## src/rtl/univ_counter.sv

```systemverilog
// univ_counter: parameterized up/down binary counter with synchronous clear,
// parallel load, wrap-around or saturating limits, and wrap-event statistics.
module univ_counter #(
  parameter int N   = 8,
  parameter int SAT = 0,
  parameter int WCW = 8
) (
  input  logic           clk,
  input  logic           reset,
  input  logic           syn_clr,
  input  logic           load,
  input  logic           en,
  input  logic           up,
  input  logic [N-1:0]   d,
  output logic [N-1:0]   q,
  output logic           max_tick,
  output logic           min_tick,
  output logic           wrap_evt,
  output logic [WCW-1:0] wrap_cnt
);

  localparam logic [N-1:0]   CNT_MAX = {N{1'b1}};
  localparam logic [N-1:0]   CNT_ONE = {{(N-1){1'b0}}, 1'b1};
  localparam logic [WCW-1:0] WC_MAX  = {WCW{1'b1}};
  localparam logic [WCW-1:0] WC_ONE  = {{(WCW-1){1'b0}}, 1'b1};

  logic [N-1:0]   cnt_q,      cnt_d;
  logic           wrap_evt_q, wrap_evt_d;
  logic [WCW-1:0] wrap_cnt_q, wrap_cnt_d;
  logic           limit_hit;

  // Next-state arbitration: clear beats load beats count beats hold.
  always_comb begin
    cnt_d      = cnt_q;
    wrap_cnt_d = wrap_cnt_q;
    wrap_evt_d = 1'b0;
    limit_hit  = 1'b0;
    if (syn_clr) begin
      cnt_d      = '0;
      wrap_cnt_d = '0;
    end else if (load) begin
      cnt_d = d;
    end else if (en) begin
      if (up) begin
        if (cnt_q == CNT_MAX) begin
          limit_hit = 1'b1;
          cnt_d     = (SAT != 0) ? CNT_MAX : '0;
        end else begin
          cnt_d = cnt_q + CNT_ONE;
        end
      end else begin
        if (cnt_q == '0) begin
          limit_hit = 1'b1;
          cnt_d     = (SAT != 0) ? '0 : CNT_MAX;
        end else begin
          cnt_d = cnt_q - CNT_ONE;
        end
      end
    end
    // A limit crossing (or a saturating hit) is one event; the statistic sticks at all-ones.
    if (limit_hit) begin
      wrap_evt_d = 1'b1;
      if (wrap_cnt_q != WC_MAX) begin
        wrap_cnt_d = wrap_cnt_q + WC_ONE;
      end
    end
  end

  // State registers; asynchronous active-low reset clears everything at once.
  always_ff @(posedge clk or negedge reset) begin
    if (!reset) begin
      cnt_q      <= '0;
      wrap_evt_q <= 1'b0;
      wrap_cnt_q <= '0;
    end else begin
      cnt_q      <= cnt_d;
      wrap_evt_q <= wrap_evt_d;
      wrap_cnt_q <= wrap_cnt_d;
    end
  end

  // Output decode: terminal-count flags follow the registered count combinationally.
  always_comb begin
    q        = cnt_q;
    max_tick = (cnt_q == CNT_MAX);
    min_tick = (cnt_q == '0);
    wrap_evt = wrap_evt_q;
    wrap_cnt = wrap_cnt_q;
  end

endmodule

```

## config.mk

```make
export PLATFORM = sky130hd
export DESIGN_NAME = univ_counter
export DESIGN_NICKNAME = d
export VERILOG_FILES = /design/src/rtl/univ_counter.sv
export SDC_FILE = /design/constraint.sdc
export NUM_CORES = 1
export LEC_CHECK = 0
export CORE_UTILIZATION = 44
export CTS_CLUSTER_DIAMETER = 150
export DETAILED_ROUTE_END_ITERATION = 6
export PLACE_DENSITY = 0.76
export SLEW_MARGIN = 40
export SYNTH_ARGS = -nofsm -noshare
export SYNTH_HDL_FRONTEND = slang
export SYNTH_SLANG_ARGS = --single-unit
```

## constraint.sdc

```tcl
create_clock -name clk -period 2.4 [get_ports clk]
set_input_delay 0.72 -clock clk [delete_from_list [all_inputs] [get_ports clk]]
set_output_delay 0.72 -clock clk [all_outputs]
set_load 0.005 [all_outputs]
```

* After elaboration in Yosys (flattened, before gate mapping) *
Cells that the tools add are included.

word-level totals
  logic and storage cells = 26
  output and inout port bits = 19
  flip-flop bits (word level) = 17
  input bits = 14

cells by class
  reduce and logical (&&, ||, !) cells = 2
  add/subtract/negate cells = 3
  equal/unequal tests = 2
  mux-type cells = 16

operators by type and width
  cell                                              number
  two-way mux 8 bit                                 9
  adder 8 x 1 -> 8 bit, second input constant       2
  equality test 8 bit, second input constant        1
  logical NOT 8 bit                                 1
  != test 8 bit, second input constant              1
  subtractor 8 x 1 -> 8 bit, second input constant  1
  two-way mux 1 bit                                 7
  nonzero test 3 bit                                1

* Logic depth before layout (Yosys ltp) *
Gate-level depths: netlist of the first run.

  word-level depth = 7
  depth in mapped cells = 9
  gate-level depth less buffers = 8

* Worst setup path after synthesis of the first run *
OpenSTA, ideal clock, no wires.

  kind = flip-flop to flip-flop
  start = register cnt_q[0] (netlist: q[0])
  end = register wrap_cnt_q[7] (netlist: wrap_cnt[7])
  required time = 2.305 ns
  buffers on the path = 1
  setup slack = 0.143 ns
  arrival = 2.162 ns
  library setup time = 0.095 ns
  cell stages (with the launch flop) = 9
  path through = dfrtp_1 > clkbuf_1 > inv_1 > ha_1 > or3b_2 > nor3_4 > o21ai_2 > or4_1 > o31ai_1

on the way
  word-level cells in the longest chain between the ends = 7
  elaborated cells between the ends (all ways) = 9
  those cells by class = 1 x eq/ne; 7 x mux; 1 x reduce/logical

RTL lines
  element                                                   RTL line  RTL
  start: declaration                                        27        logic [N-1:0] cnt_q, cnt_d;
  start signal: assignment                                  76        cnt_q <= cnt_d;
  equality test 8 bit or logical NOT 8 bit (tied branches)  45, 52
  two-way mux 1 bit (on tied branches)                      45, 52
  two-way mux 1 bit *                                       44        if (up) begin
  two-way mux 1 bit *                                       43        end else if (en) begin
  two-way mux 1 bit *                                       41        end else if (load) begin
  two-way mux 1 bit *                                       38        if (syn_clr) begin
  two-way mux 8 bit *                                       61        if (limit_hit) begin
  named net wrap_cnt_d[7]                                   29        logic [WCW-1:0] wrap_cnt_q, wrap_cnt_d;
  end signal: assignment                                    78        wrap_cnt_q <= wrap_cnt_d;
  end: declaration                                          29

Mark *: on every way through the listed nets, which the timed path passes. The rest lies on a longest branch.
A chain may end at the register's enable or synchronous reset.

* Worst setup path in the final report of the first run *
  start = register cnt_q[3] (netlist: q[3])
  end = output min_tick

on the way
  word-level cells in the longest chain between the ends = 1

RTL lines
  element            RTL line  RTL
  logical NOT 8 bit  86        min_tick = (cnt_q == '0);
  end: declaration   17        output logic min_tick,

Every way passes these cells.

==> results by group, run 1 <==
Drt
  • Drt pass-1 iters: 4
  • Wirelength per Cell: 14.3 um
  • ANT nets after route: 0
  • Vias per cell: 5.60
  • Via Count: 1390
  • Iter 0 DRT Violations: 35
  • DRC viols: 0
  • Final wirelength: 3540 um

Die
  • Core area: 0.00278 mm^2
  • Die area: 0.00321 mm^2
  • Die W: 56.6 um
  • Top Ports: 33
  • Std cell rows: 19
  • DIE HEIGHT: 56.6 um
  • Initial Util: 47.2%

STA
  • Hold Slack: 593 ps
  • Setup_tns: 0 ps
  • Slew Limit Fails: 0
  • Final worst-path cycle share: 98.2%
  • Clk_skew: 15.8 ps
  • Final worst setup slack: 42.7 ps
  • Relative slew slack: 72.0%
  • Clock period minus worst slack: 2360 ps
  • Slew @ Worst Pin: 416 ps
  • Final Hold Fails: 0
  • Setup violators final: 0
  • Fmax: 0.424 GHz

Synthesis
  • Ys flop type: dfrtp_1
  • Ys async rst share: 100%
  • Sequential area share after synthesis: 32.4%
  • Synth top cells by count: dfrtp_1, nor2_1, a21oi_1, inv_1, o21ai_0
  • Mapped Avg Cell Area: 8.25 um^2
  • Synth warnings: 0
  • Net Count, Synth: 177
  • Number of different library cells in the post-synthesis netlist: 49
  • Count leader, synth: dfrtp_1
  • Mapped cell area: 0.00131 mm^2
  • Synth top area cells: dfrtp_1, a21oi_1, nor2_1
  • Area leader, netlist: dfrtp_1
  • Mapped Cells: 159
  • FF+latch count, synth: 17
  • Post-synth EDFFs: 0
  • Yosys top cell area share: 32.4%

Cells and area
  • ANT cells: 0
  • Fin nets: 236
  • Design Area, Final: 0.00191 mm^2
  • Layout Area Growth over Synthesis: 45.6%
  • Layout cells sized above 1: 24.9%
  • Fillcell total: 243

Global route
  • GR met3 Demand/Resource: 2.76%
  • Met2 Use GR: 39.2%
  • Initial antenna violation count: 0
  • First-pass GRT wire length: 5840 um
  • Largest net degree at the start of global routing: 18
  • Vias in the first global route: 1295
  • Grt ovf: 0
  • GR Util All Layers: 23.3%
  • Met1 GRT Util: 31.4%
  • GRT busiest layer: met2

Setup path
  • CP bufs+invs: 2
  • Largest delay share family, worst path: simple AND/OR/NAND/NOR gates
  • CP Capture Type: output port
  • Critical path cell sequence: buf_4 > or4_4 > nor2_4 > clkbuf_2
  • Worst Setup Start Kind: flop
  • CP Max Fanout: 4
  • Req. time, crit path: 1680 ps
  • Critical path arrival: 1640 ps
  • Worst setup path class: reg -> out
  • CP peak stage delay: 560 ps
  • Slowest-stage cell, CP: or4_4

Status
  • Status: finished, final reports clean

Power and ir drop
  • Total Power: 734 uW
  • Worst VDD drop: 0.294 mV
  • Pleak: 0.877 nW
  • Power Density: 384 mW/mm^2

Clocking
  • Clock tree buffer depth: 2
  • CTS Buf Count: 3
  • Clock Root Buffer: clkbuf_4
  • CTS tree: built
  • Clk_lat worst skew: 300 ps
  • CTS Sinks: 17
  • CTS clk-pin slew, worst paths: 120 ps
  • CTS H-Tree Depth: 1

Placed design
  • GPL Wtd Cong: 0.880
  • DP Area: 0.00181 mm^2
  • Port Buffer Count: 32
  • Post-place setup slack: -46.9 ps
  • Post-DP HPWL: 2520 um

Run
  • Max-cap violations: 0

Hold path
  • HP Class: reg -> reg
[cells in the final DEF, fill, tap and decap left out, drive strengths merged, types with 5 or more instances in the layout]
| cell type | n |
|---|---|
| a21oi | 11 |
| dfrtp | 17 |
| o21ai | 11 |
| nand3 | 6 |
| inv | 11 |
| nor2 | 14 |
| nor3b | 5 |
| nand2 | 8 |
| buf | 33 |
| clkdlybuf4s50 | 30 |
| nor3 | 8 |
[metrics by stage]
| stage | utilization [%] | instances |
|---|---|---|
| CTS | 67.9 | 245 |
| global route | 68.7 | 248 |
| floorplan | - | 159 |
| detailed placement | 65.2 | 237 |
| global placement | 65.2 | 237 |
| finish | 68.7 | 248 |
[kinds of logic after synthesis]
logic type / count (synthesis) / synth area share [%]
AOI/OAI and AO/OA: 45 / 23.8
xor gates and xnor gates: 6 / 4.00
adders and majority gates: 4 / 3.81
buffers and inverters: 22 / 7.24
DFF: 17 / 32.4
muxes: 2 / 1.62
and+or+nand+nor: 63 / 27.1
[final cells by class]
type	count	area (um^2)	area share (%)
flip-flops and latches	17	425	22.3
clock inverters	1	5.00	0.262
clock buffers	3	22.5	1.18
inverters	11	41.3	2.16
well taps	31	38.8	2.03
repair buffers	65	562	29.4
multi-input cells	120	816	42.7
[worst paths after layout]
path | startpoint | end | slack (ps) | cells after the start
min | wrap_cnt[0] | wrap_cnt[0] | 590 | 1
max reg2reg | q[3] | q[0] | 60 | 8
max | q[3] | min_tick | 40 | 4
min in group asynchronous | reset | q[3] | 730 | 2
max in group asynchronous | reset | wrap_cnt[1] | 1460 | 2
min reg2reg | wrap_cnt[0] | wrap_cnt[0] | 590 | 1
[where the power goes]
part	internal (mW)	switching [mW]	total (mW)	leakage, nW
clock	0.0620	0.103	0.165	0.0177
sequential	0.297	0.00653	0.304	0.230
combinational	0.141	0.124	0.265	0.630
total	0.500	0.234	0.734	0.877
[routing by layer]
layer  part of all wire (%)  vias up
li1                       -      695
met1                     47      662
met2                     49       29
met3                    3.2        4
met4                    1.1        0
met5                      0        -
[registers in the layout, summed over array words and instances, names as in the netlist]
signal	flops
wrap_evt	1
wrap_cnt	8
q	8
[repair_timing]
action                                 CTS  global route
resized for setup                        9             4
setup buffers                            4             3
pin swaps                                0             5
hold buffers                             0             0
setup endpoints to repair                2             1
endpoints found under the hold margin    0             0
(Power assumes the default switching activity.)
==> run 2: changes to the inputs <==
--- a/config.mk
+++ b/config.mk
@@ -8,8 +8,9 @@
 export CORE_UTILIZATION = 44
 export CTS_CLUSTER_DIAMETER = 150
 export DETAILED_ROUTE_END_ITERATION = 6
+export GPL_TIMING_DRIVEN = 0
 export PLACE_DENSITY = 0.76
-export SLEW_MARGIN = 40
+export SLEW_MARGIN = 20
 export SYNTH_ARGS = -nofsm -noshare
 export SYNTH_HDL_FRONTEND = slang
 export SYNTH_SLANG_ARGS = --single-unit
==> run 2 against run 1 <==
  * Global-route usage shrank 0.99 points
  * Highest routed layer unchanged
  * Critical endpoint unchanged
  * Worst hold slack worse by 5.3 ps
  * Sequential power increased by 3%
  * Clock-buffer cell count is 1 higher
  * Sequential share of layout area up 0.18 points
  * Die area is the same
  * First-iteration DRC count increased by 63%
  * Setup slack got worse by 10 ps
  * Clock skew fell by 6.4 ps
  * Critical path depth rose by 2
  * Total power shrank 0.22%
==> results by group, run 2 (synthesized netlist as in run 1, its figures left out) <==
Drt
  • Final wirelength: 3520 um
  • Iter 0 DRT Violations: 57
  • Wirelength per Cell: 14.6 um
  • ANT nets after route: 0
  • Vias per cell: 5.75
  • DRC viols: 0
  • Drt pass-1 iters: 5
  • Via Count: 1385

Global route
  • Vias in the first global route: 1245
  • GR Util All Layers: 22.3%
  • First-pass GRT wire length: 5640 um
  • Grt ovf: 0
  • Largest net degree at the start of global routing: 18
  • Initial antenna violation count: 0

Cells and area
  • Layout Area Growth over Synthesis: 44.8%
  • ANT cells: 0
  • Fin nets: 229
  • Commonest non-fill, non-tap cell in the layout: clkdlybuf4s50_1
  • Most frequent cells in the layout: clkdlybuf4s50_1, buf_4, dfrtp_1
  • Layout cells sized above 1: 23.3%
  • Final core occ: 68.3%
  • Design Area, Final: 0.00190 mm^2

Hold path
  • HP Class: reg -> reg

Die
  • DIE HEIGHT: 56.6 um
  • Die W: 56.6 um
  • Core area: 0.00278 mm^2
  • Initial Util: 47.2%
  • Die area: 0.00321 mm^2
  • Top Ports: 33
  • Std cell rows: 19

STA
  • Clk_skew: 9.31 ps
  • Setup violators final: 0
  • Final worst-path cycle share: 98.7%
  • Relative slew slack: 46.8%
  • Unrepaired setup endpoints after global routing: true
  • Slew Limit Fails: 0
  • Fmax: 0.422 GHz
  • Slew @ Worst Pin: 795 ps
  • Final Hold Fails: 0
  • Clock period minus worst slack: 2370 ps
  • Setup_tns: 0 ps
  • Hold Slack: 588 ps

Setup path
  • Req. time, crit path: 1680 ps
  • Worst Setup Start Kind: flop
  • R2R Setup Slk: 90 ps
  • CP Capture Type: output port
  • CP Max Fanout: 6
  • Worst setup path class: reg -> out
  • Critical path arrival: 1650 ps

Clocking
  • Clock tree buffer depth: 2
  • CTS Buf Count: 3
  • Clk_lat worst skew: 290 ps
  • CTS Sinks: 17
  • CTS H-Tree Depth: 1
  • CTS tree: built
  • CTS clk-pin slew, worst paths: 90 ps
  • Clock Root Buffer: clkbuf_4
  • Hold_buf cts: 0

Placed design
  • GPL Wtd Cong: 0.885
  • Port Buffer Count: 30
  • Post-DP HPWL: 2360 um
  • DP Area: 0.00165 mm^2

Status
  • Status: finished, final reports clean

Run
  • Max-cap violations: 0

Power and ir drop
  • Worst VDD drop: 0.507 mV
  • Power Density: 385 mW/mm^2
  • Pleak: 0.846 nW
  • Total Power: 732 uW
-- run 2: cell count changes in the layout (fill, tap and decap cells not counted), moves of 2 or more --
cell,delta
buf_2,+2
buf_4,-15
buf_6,+3
buf_8,+2
clkbuf_1,+4
clkdlybuf4s50_1,-3
inv_6,+2
-- run 2: power breakdown --
part | switching (mW) | leakage, nW | internal (mW)
registers | 0.0166 | 0.228 | 0.297
clock network | 0.0888 | 0.0150 | 0.0646
logic | 0.121 | 0.603 | 0.144
-- run 2: worst paths after layout --
check,from,end,cells after the start
worst max-delay path,q[0],min_tick,6
worst min-delay path,wrap_cnt[2],wrap_cnt[2],1
worst min register to register,wrap_cnt[2],wrap_cnt[2],1
worst max register to register,q[3],wrap_cnt[7],7
min in group asynchronous,reset,wrap_cnt[4],1
max in group asynchronous,reset,q[5],1
-- run 2: worst max-delay path, cell delays in order, from the launching register on --
cell and delay [ps]:
dfrtp_1 410, buf_8 140, inv_6 50, ha_4 120, or3b_4 390, nor2_4 120, clkbuf_2 120
-- run 2: area by class of cell --
cell class                      instances  area, um^2
Sequential cell                        17         427
Clock buffer                            4        26.3
Inverter                               11        51.3
Tap cell                               31        38.8
Buffer                                  9        73.8
Timing Repair Buffer                   49         444
Multi-Input combinational cell        120         840
Fill cell                             226         881
-- run 2: per-layer routing --
metal  vias to the layer above  GRT usage, %  routed length (um)
met5                         -             0                   0
met4                         0          6.97                  17
met3                         2          4.38                 185
met2                        45          34.5                1720
met1                       656          31.3                1600
li1                        682             -                   -
-- run 2: what timing repair did --
action	4_1_cts	5_1_grt
buffers inserted	8	11
pin swaps	0	4
gates cloned	0	0
endpoints found under the setup margin	9	7
gates resized for setup	23	15
endpoints found under the hold margin	0	0
-- run 2: stage by stage --
stage / instances / worst slack [ps]
after floorplan: 159 / 143
after global placement: 220 / -437
after detailed placement: 220 / -493
after CTS: 232 / -138
after global routing: 241 / -25.2
final: 241 / 32.3
